===== src/rtl/sdram_port_arbiter.sv =====
// Two-requester front end for the 8-bit SDRAM port: buffered download writes vs cassette reads.
// Optional SDRAM_ARB_STATS_EN adds saturating completed-write/read counters.
module sdram_port_arbiter #(
  parameter logic [22:0] BASE_ADDR    = 23'h000000,
  parameter int unsigned MAX_WR_BURST = 4
) (
  input  logic        clk_sys,
  input  logic        reset,
  input  logic        ioctl_download,
  input  logic        ioctl_wr,
  input  logic [24:0] ioctl_addr,
  input  logic [7:0]  ioctl_dout,
  input  logic        cas_req,
  input  logic [22:0] cas_addr,
  output logic [7:0]  cas_data,
  output logic        cas_ack,
  output logic        wr_overflow,
`ifdef SDRAM_ARB_STATS_EN
  output logic [15:0] wr_count,
  output logic [15:0] rd_count,
`endif
  output logic [22:0] sdram_addr,
  output logic [7:0]  sdram_din,
  output logic        sdram_rd,
  output logic        sdram_we,
  input  logic [7:0]  sdram_dout,
  input  logic        sdram_ready
);

  typedef struct packed {
    logic [22:0] addr;
    logic [7:0]  data;
  } wr_req_t;

  typedef enum logic [1:0] {S_IDLE, S_ISSUE, S_WAIT, S_DONE} state_t;

  localparam logic [3:0] BURST_MAX = 4'(MAX_WR_BURST);

  state_t     state;
  wr_req_t    hold;
  logic       hold_vld;
  logic       gnt_wr;
  logic [3:0] burst;

  logic issue_wr, wr_accept, pick_wr;
  logic unused_bits;

  // The slot being issued counts as free, so a strobe on that cycle refills it.
  assign issue_wr    = (state == S_ISSUE) && gnt_wr;
  assign wr_accept   = ioctl_wr && (!hold_vld || issue_wr);
  assign pick_wr     = hold_vld && (!cas_req || (burst < BURST_MAX));
  assign unused_bits = &{1'b0, ioctl_addr[24:23], ioctl_download};

  always_ff @(posedge clk_sys) begin
    if (reset) begin
      state       <= S_IDLE;
      hold        <= '0;
      hold_vld    <= 1'b0;
      gnt_wr      <= 1'b0;
      burst       <= '0;
      sdram_addr  <= '0;
      sdram_din   <= '0;
      sdram_rd    <= 1'b0;
      sdram_we    <= 1'b0;
      cas_data    <= '0;
      cas_ack     <= 1'b0;
      wr_overflow <= 1'b0;
    end else begin
      cas_ack <= 1'b0;

      if (wr_accept) begin
        hold     <= '{addr: ioctl_addr[22:0], data: ioctl_dout};
        hold_vld <= 1'b1;
      end else if (issue_wr) begin
        hold_vld <= 1'b0;
      end
      if (ioctl_wr && !wr_accept)
        wr_overflow <= 1'b1;

      case (state)
        S_IDLE: begin
          if (sdram_ready && (hold_vld || cas_req)) begin
            state <= S_ISSUE;
            if (pick_wr) begin
              gnt_wr     <= 1'b1;
              sdram_we   <= 1'b1;
              sdram_addr <= hold.addr + BASE_ADDR;
              sdram_din  <= hold.data;
              burst      <= cas_req ? burst + 4'd1 : 4'd0;
            end else begin
              gnt_wr     <= 1'b0;
              sdram_rd   <= 1'b1;
              sdram_addr <= cas_addr + BASE_ADDR;
              burst      <= '0;
            end
          end
        end
        S_ISSUE: begin
          sdram_rd <= 1'b0;
          sdram_we <= 1'b0;
          state    <= S_WAIT;
        end
        S_WAIT: begin
          // Read data is only valid on the cycle ready returns.
          if (sdram_ready) begin
            state <= S_DONE;
            if (!gnt_wr) begin
              cas_data <= sdram_dout;
              cas_ack  <= 1'b1;
            end
          end
        end
        S_DONE: state <= S_IDLE;
        default: state <= S_IDLE;
      endcase
    end
  end

`ifdef SDRAM_ARB_STATS_EN
  logic dl_q;

  always_ff @(posedge clk_sys) begin
    if (reset) begin
      dl_q     <= 1'b0;
      wr_count <= '0;
      rd_count <= '0;
    end else begin
      dl_q <= ioctl_download;
      if (ioctl_download && !dl_q)
        wr_count <= '0;
      else if ((state == S_DONE) && gnt_wr && (wr_count != 16'hFFFF))
        wr_count <= wr_count + 16'd1;
      if ((state == S_DONE) && !gnt_wr && (rd_count != 16'hFFFF))
        rd_count <= rd_count + 16'd1;
    end
  end
`endif

endmodule


===== config.mk =====
export PLATFORM = sky130hd
export DESIGN_NAME = sdram_port_arbiter
export DESIGN_NICKNAME = d
export VERILOG_FILES = /design/src/rtl/sdram_port_arbiter.sv
export SDC_FILE = /design/constraint.sdc
export NUM_CORES = 1
export LEC_CHECK = 0
export CAP_MARGIN = 20
export CORE_ASPECT_RATIO = 1.2
export CORE_MARGIN = 2
export CORE_UTILIZATION = 49
export DETAILED_ROUTE_END_ITERATION = 12
export PLACE_DENSITY_LB_ADDON = 0.3
export REMOVE_ABC_BUFFERS = 1
export SETUP_SLACK_MARGIN = 0.2
export SLEW_MARGIN = 25
export SYNTH_ARGS = -nofsm -noshare
export SYNTH_HDL_FRONTEND = slang
export SYNTH_SLANG_ARGS = --single-unit

===== constraint.sdc =====
create_clock -name clk_sys -period 4.75 [get_ports clk_sys]
set_clock_uncertainty 0.15 [all_clocks]
set_input_delay 0.475 -clock clk_sys [delete_from_list [all_inputs] [get_ports clk_sys]]
set_output_delay 0.475 -clock clk_sys [all_outputs]
set_load 0.01 [all_outputs]

# Yosys cells after proc, flatten, opt, wreduce, memory -nomap -nowiden
# Index checks and enable logic that the tools add are counted.
[op_classes] add_sub_neg=1 magnitude_cmp=1 n_eq_ne=7 muxes=16 n_bitwise=3 n_reduce_logical=21
[ops] cell="2-to-1 mux 23 bit" n=1
[ops] cell="AND reduction 3 bit" n=4
[ops] cell="2-to-1 mux 1 bit" n=8
[ops] cell="2-to-1 mux 4 bit" n=2
[ops] cell="!= test 2 bit, second input constant" n=4
[ops] cell="one-hot mux 2 bit (4 select lines)" n=1
[ops] cell="logical AND 1 bit" n=5
[ops] cell="adder 4 x 1 -> 4 bit, second input constant" n=1
[ops] cell="== test 2 bit, second input constant" n=2
[ops] cell="less-than comparator 4 x 3 -> 1 bit, second input constant" n=1
[ops] cell="2-to-1 mux 2 bit" n=2
[ops] cell="one-hot mux 1 bit (2 select lines)" n=2
[ops] cell="AND reduction 2 bit" n=2
[ops] cell="nonzero test 2 bit" n=2
[ops] cell="zero test 1 bit" n=3
[ops] cell="logical OR 1 bit" n=3
[ops] cell="NOT 1 bit" n=3
[ops] cell="OR reduction 3 bit" n=1
[ops] cell="== test 2 x 1 -> 1 bit, second input constant" n=1
[ops] cell="zero test 2 bit" n=1
[totals] register_bits=82 in_bits=70 out_inout_bits=43

# Longest topological paths before layout
[depth] word_depth=6 ltp_mapped=7 depth_no_buf=5

# Least setup slack after synthesis
# OpenSTA, ideal clock, no wires.
[synth_timing] path_kind="register -> register" from="register state[0]" to="register state[1]" setup_time_ns=0.070 t_arrival_ns=1.349 t_required_ns=4.530 setup_slack_ns=3.181 stages_incl_launch_ff=7 path_buffers=1 cell_sequence="dfxtp_1 inv_1 ha_1 buf_2 or3b_1 a21o_1 a21oi_1"
[synth_via] elab_chain_cells=3 word_cells_on_any_way=8
[synth_rtl] item="start: declaration" line_no="39" text="state_t state;"
[synth_rtl] item="start signal: assignment" line_no="56" text="state <= S_IDLE;"
[synth_rtl] item="start signal: assignment" line_no="83" text="state <= S_ISSUE;"
[synth_rtl] item="start signal: assignment" line_no="101" text="state <= S_WAIT;"
[synth_rtl] item="== test 2 bit / zero test 2 bit (equally long branches)" line_no="80" text="case (state)"
[synth_rtl] item="!= test 2 bit (no source line)"
[synth_rtl] item="AND reduction 2 bit (no source line)"
# Parallel ways exist; a longest one is shown, timed or not.
# A chain may end at the register's enable or synchronous reset.

# Worst setup path after layout
[layout_timing] from="register state[1]" to="register sdram_addr[1]"
[layout_via] elab_chain_cells=2
[layout_rtl] item="zero test 2 bit" line_no="80"
[layout_rtl] item="AND reduction 2 bit (no source line)"
[layout_rtl] item="end signal: assignment" line_no="87" text="sdram_addr <= hold.addr + BASE_ADDR;"
[layout_rtl] item="end signal: assignment" line_no="93" text="sdram_addr <= cas_addr + BASE_ADDR;"
[layout_rtl] item="end: declaration" line_no="22" text="output logic [22:0] sdram_addr,"
# Every way passes these cells.

==> flow_metrics.env <==
export IMPL_wl_um=9330
export IMPL_critPathKind="reg -> reg"
export IMPL_cap_violations=0
export IMPL_final_common_cell="clkdlybuf4s50_1"
export IMPL_wl_per_cell_um=16.2
export IMPL_syn_area_sq_um=3420
export IMPL_initialDrtViolationCount=200
export IMPL_antenna_left=0
export IMPL_postCtsSetupRepairBufs=0
export IMPL_routed_via_density=5.87
export IMPL_grt_use_total_pct=24.0
export IMPL_cts_resized=0
export IMPL_path_max_fanout=42
export IMPL_drc=0
export IMPL_vdd_drop_max_uv=230
export IMPL_die_h_um=95.5
export IMPL_clockBufferDepth=2
export IMPL_fin_crit_ps=2520
export IMPL_synth_distinct_cells=37
export IMPL_dp_final_hpwl_um=5670
export IMPL_crit_chain="inv_1 > ha_1 > o211a_2 > buf_4 > nor2_1 > a311oi_1"
export IMPL_ys_ff_latch=82
export IMPL_ys_warn_count=0
export IMPL_status="finished clean"
export IMPL_cp_top_family="compound AO/OA/AOI/OAI gates"
export IMPL_setup_viol=0
export IMPL_fin_tns_setup_ps=0
export IMPL_ctsHoldBuffers=0
export IMPL_die_area_sq_um=7660
export IMPL_setup_slack_ps=2230
export IMPL_timing_fmax_ghz=0.397
export IMPL_crit_buf_inv=2
export IMPL_drt_pass1_iterations=4
export IMPL_synth_avg_cell_area_sq_um=8.48
export IMPL_cts_buffers=9
export IMPL_cp_slowest_cell="o211a_2"
export IMPL_die_x_um=80.2
export IMPL_cts_tree="yes"
export IMPL_antenna_found_initial=0
export IMPL_worstSkewPairLatency_ps=350
export IMPL_htreeDepth=3
export IMPL_overflow=0
export IMPL_grt_max_degree=83
export IMPL_cp_data_arrival_time_ps=2620
export IMPL_finalMaxSlewViolations=0
export IMPL_first_global_vias=3146
export IMPL_leakage_nw=1.65
export IMPL_nFillCells=572
export IMPL_layout_common_cells="clkdlybuf4s50_1, dfxtp_1, nand3_1"
export IMPL_powerDensity_nw_per_um2=400
export IMPL_rrSetupSlack_ps=2230
export IMPL_num_rows=33
export IMPL_syn2layout_area_growth_pct=37.0
export IMPL_core_area_sq_um=6810
export IMPL_p_switching_uw=537
export IMPL_seq_area_frac_synth_pct=48.0
export IMPL_via_count=3382
export IMPL_clkPwrFrac_pct=29.8
export IMPL_max_slew_margin_rel_pct=40.4
export IMPL_pwr_share_comb_pct=26.9
export IMPL_cts_root_buf="clkbuf_8"
export IMPL_hold_path_class="reg -> reg"
export IMPL_required_ps=4850
export IMPL_max_stage_delay_ps=830
export IMPL_hold_viol=0
export IMPL_grt_pass1_wl_um=14300
export IMPL_port_buffers=109
export IMPL_clk_pin_slew_ps=80
export IMPL_initial_core_util_pct=50.2
export IMPL_post_place_ws_ps=1940
export IMPL_diodes=0
export IMPL_cp_end_kind="flip-flop"
export IMPL_finalCritPeriodShare_pct=53.1
export IMPL_cts_sinks=82
export IMPL_routabilityCongestion=0.746
export IMPL_io_pins=113
export IMPL_power_share_sequential_pct=43.3
export IMPL_final_nets=560
export IMPL_p_int_mw=1.34
export IMPL_worstSetupStartpointType="flip-flop"
export IMPL_layout_drive_gt1_share_pct=5.11
export IMPL_rsz0062_at_grt="false"
export IMPL_switching_share_pct=28.7
export IMPL_synth_cells=403
export IMPL_worstMarginPinSlew_ps=894
==> worst reg2reg max path, delay by kind of cell, from the launching register on <==
kind,cells,cell delay (ps)
buffers and inverters,2,420
and+or+nand+nor,1,50
AOI/OAI and AO/OA,2,1100
DFF,1,330
adders and majority gates,1,380
==> per-layer routing <==
layer | global-route usage, % | share of wire [%]
met1 | 27.8 | 41
met2 | 42.4 | 51
met3 | 4.17 | 6.3
met4 | 11.9 | 2.3
met5 | 0 | 0
==> stage by stage <==
stage                     instances  hold slack, ps  util, %  power [mW]  area [sq um]
final                           576             311     68.8        1.87          4680
after global routing            576             329     68.8        1.96          4680
after CTS                       576             314     68.7        1.88          4680
after detailed placement        561             304     65.5        1.33          4460
after global placement          561             296     65.4        1.30          4460
after floorplan                 360             284        -        1.07          3220
==> worst paths after layout <==
| check | start | end | cells past startpoint |
|---|---|---|---|
| setup / recovery | state[1]$_SDFFE_PP0P_ | sdram_addr[1]$_SDFFE_PP0P_ | 6 |
| hold / removal | hold[1]$_SDFFE_PP0P_ | sdram_din[1]$_SDFFE_PP0P_ | 2 |
| setup reg to reg | state[1]$_SDFFE_PP0P_ | sdram_addr[1]$_SDFFE_PP0P_ | 6 |
| hold reg to reg | hold[1]$_SDFFE_PP0P_ | sdram_din[1]$_SDFFE_PP0P_ | 2 |
==> cell families (layout without fill, tap and decap cells) <==
family          Yosys count  after routing  share of synthesized area [%]
flops                    82             82                           48.0
buf+inv                  49            135                           6.33
mux                       8              8                           2.34
simple gates            112            112                           15.6
compound gates          147            147                           25.8
fa+ha+maj                 5              5                           1.83
==> sequential cells by signal, indices dropped and copies added, names as in the netlist <==
name and cells:
burst 4, cas_ack 1, cas_data 8, gnt_wr 1
hold 31, hold_vld 1, sdram_addr 23, sdram_din 8
sdram_rd 1, sdram_we 1, state 2, wr_overflow 1
==> power by group through the flow <==
stage	combinational, mW	clock [mW]	sequential [mW]
finish	0.503	0.559	0.811
global route	0.549	0.591	0.820
CTS	0.503	0.563	0.811
detailed placement	0.500	0	0.825
global placement	0.480	0	0.821
floorplan	0.226	0	0.848
==> cells in the mapped netlist, drive strengths merged <==
library cell / n / share of area (%)
buf: 19 / 3.0
o21ai: 64 / 9.5
or4: 1 / 0.22
ha: 5 / 1.8
a21boi: 1 / 0.33
a311oi: 23 / 5.9
dfxtp: 82 / 48
a211oi: 2 / 0.59
nand2: 2 / 0.22
a31o: 1 / 0.26
o21a: 1 / 0.22
nor3: 1 / 0.15
a21o: 1 / 0.22
o211ai: 1 / 0.22
a22oi: 1 / 0.22
nor3b: 2 / 0.44
mux2i: 8 / 2.3
nand3b: 2 / 0.44
nand3: 65 / 9.5
a32oi: 2 / 0.51
o21bai: 1 / 0.22
a21oi: 45 / 6.6
a41oi: 1 / 0.26
a21bo: 1 / 0.29
or3b: 2 / 0.51
nor2: 36 / 4.0
o211a: 1 / 0.29
clkbuf: 24 / 2.7
and3: 1 / 0.18
inv: 6 / 0.66
o221ai: 1 / 0.26
==> layout make-up <==
| cell class | count | area (sq um) | area share [%] |
|---|---|---|---|
| Clock buffer | 13 | 159 | 3.39 |
| Inverter | 6 | 22.5 | 0.481 |
| Multi-Input combinational cell | 272 | 1570 | 33.5 |
| Tap cell | 87 | 109 | 2.32 |
| Clock inverter | 2 | 60.1 | 1.28 |
| Timing Repair Buffer | 114 | 1120 | 24.0 |
| Sequential cell | 82 | 1640 | 35.0 |
Note: power is estimated with default switching activity, not from simulation.
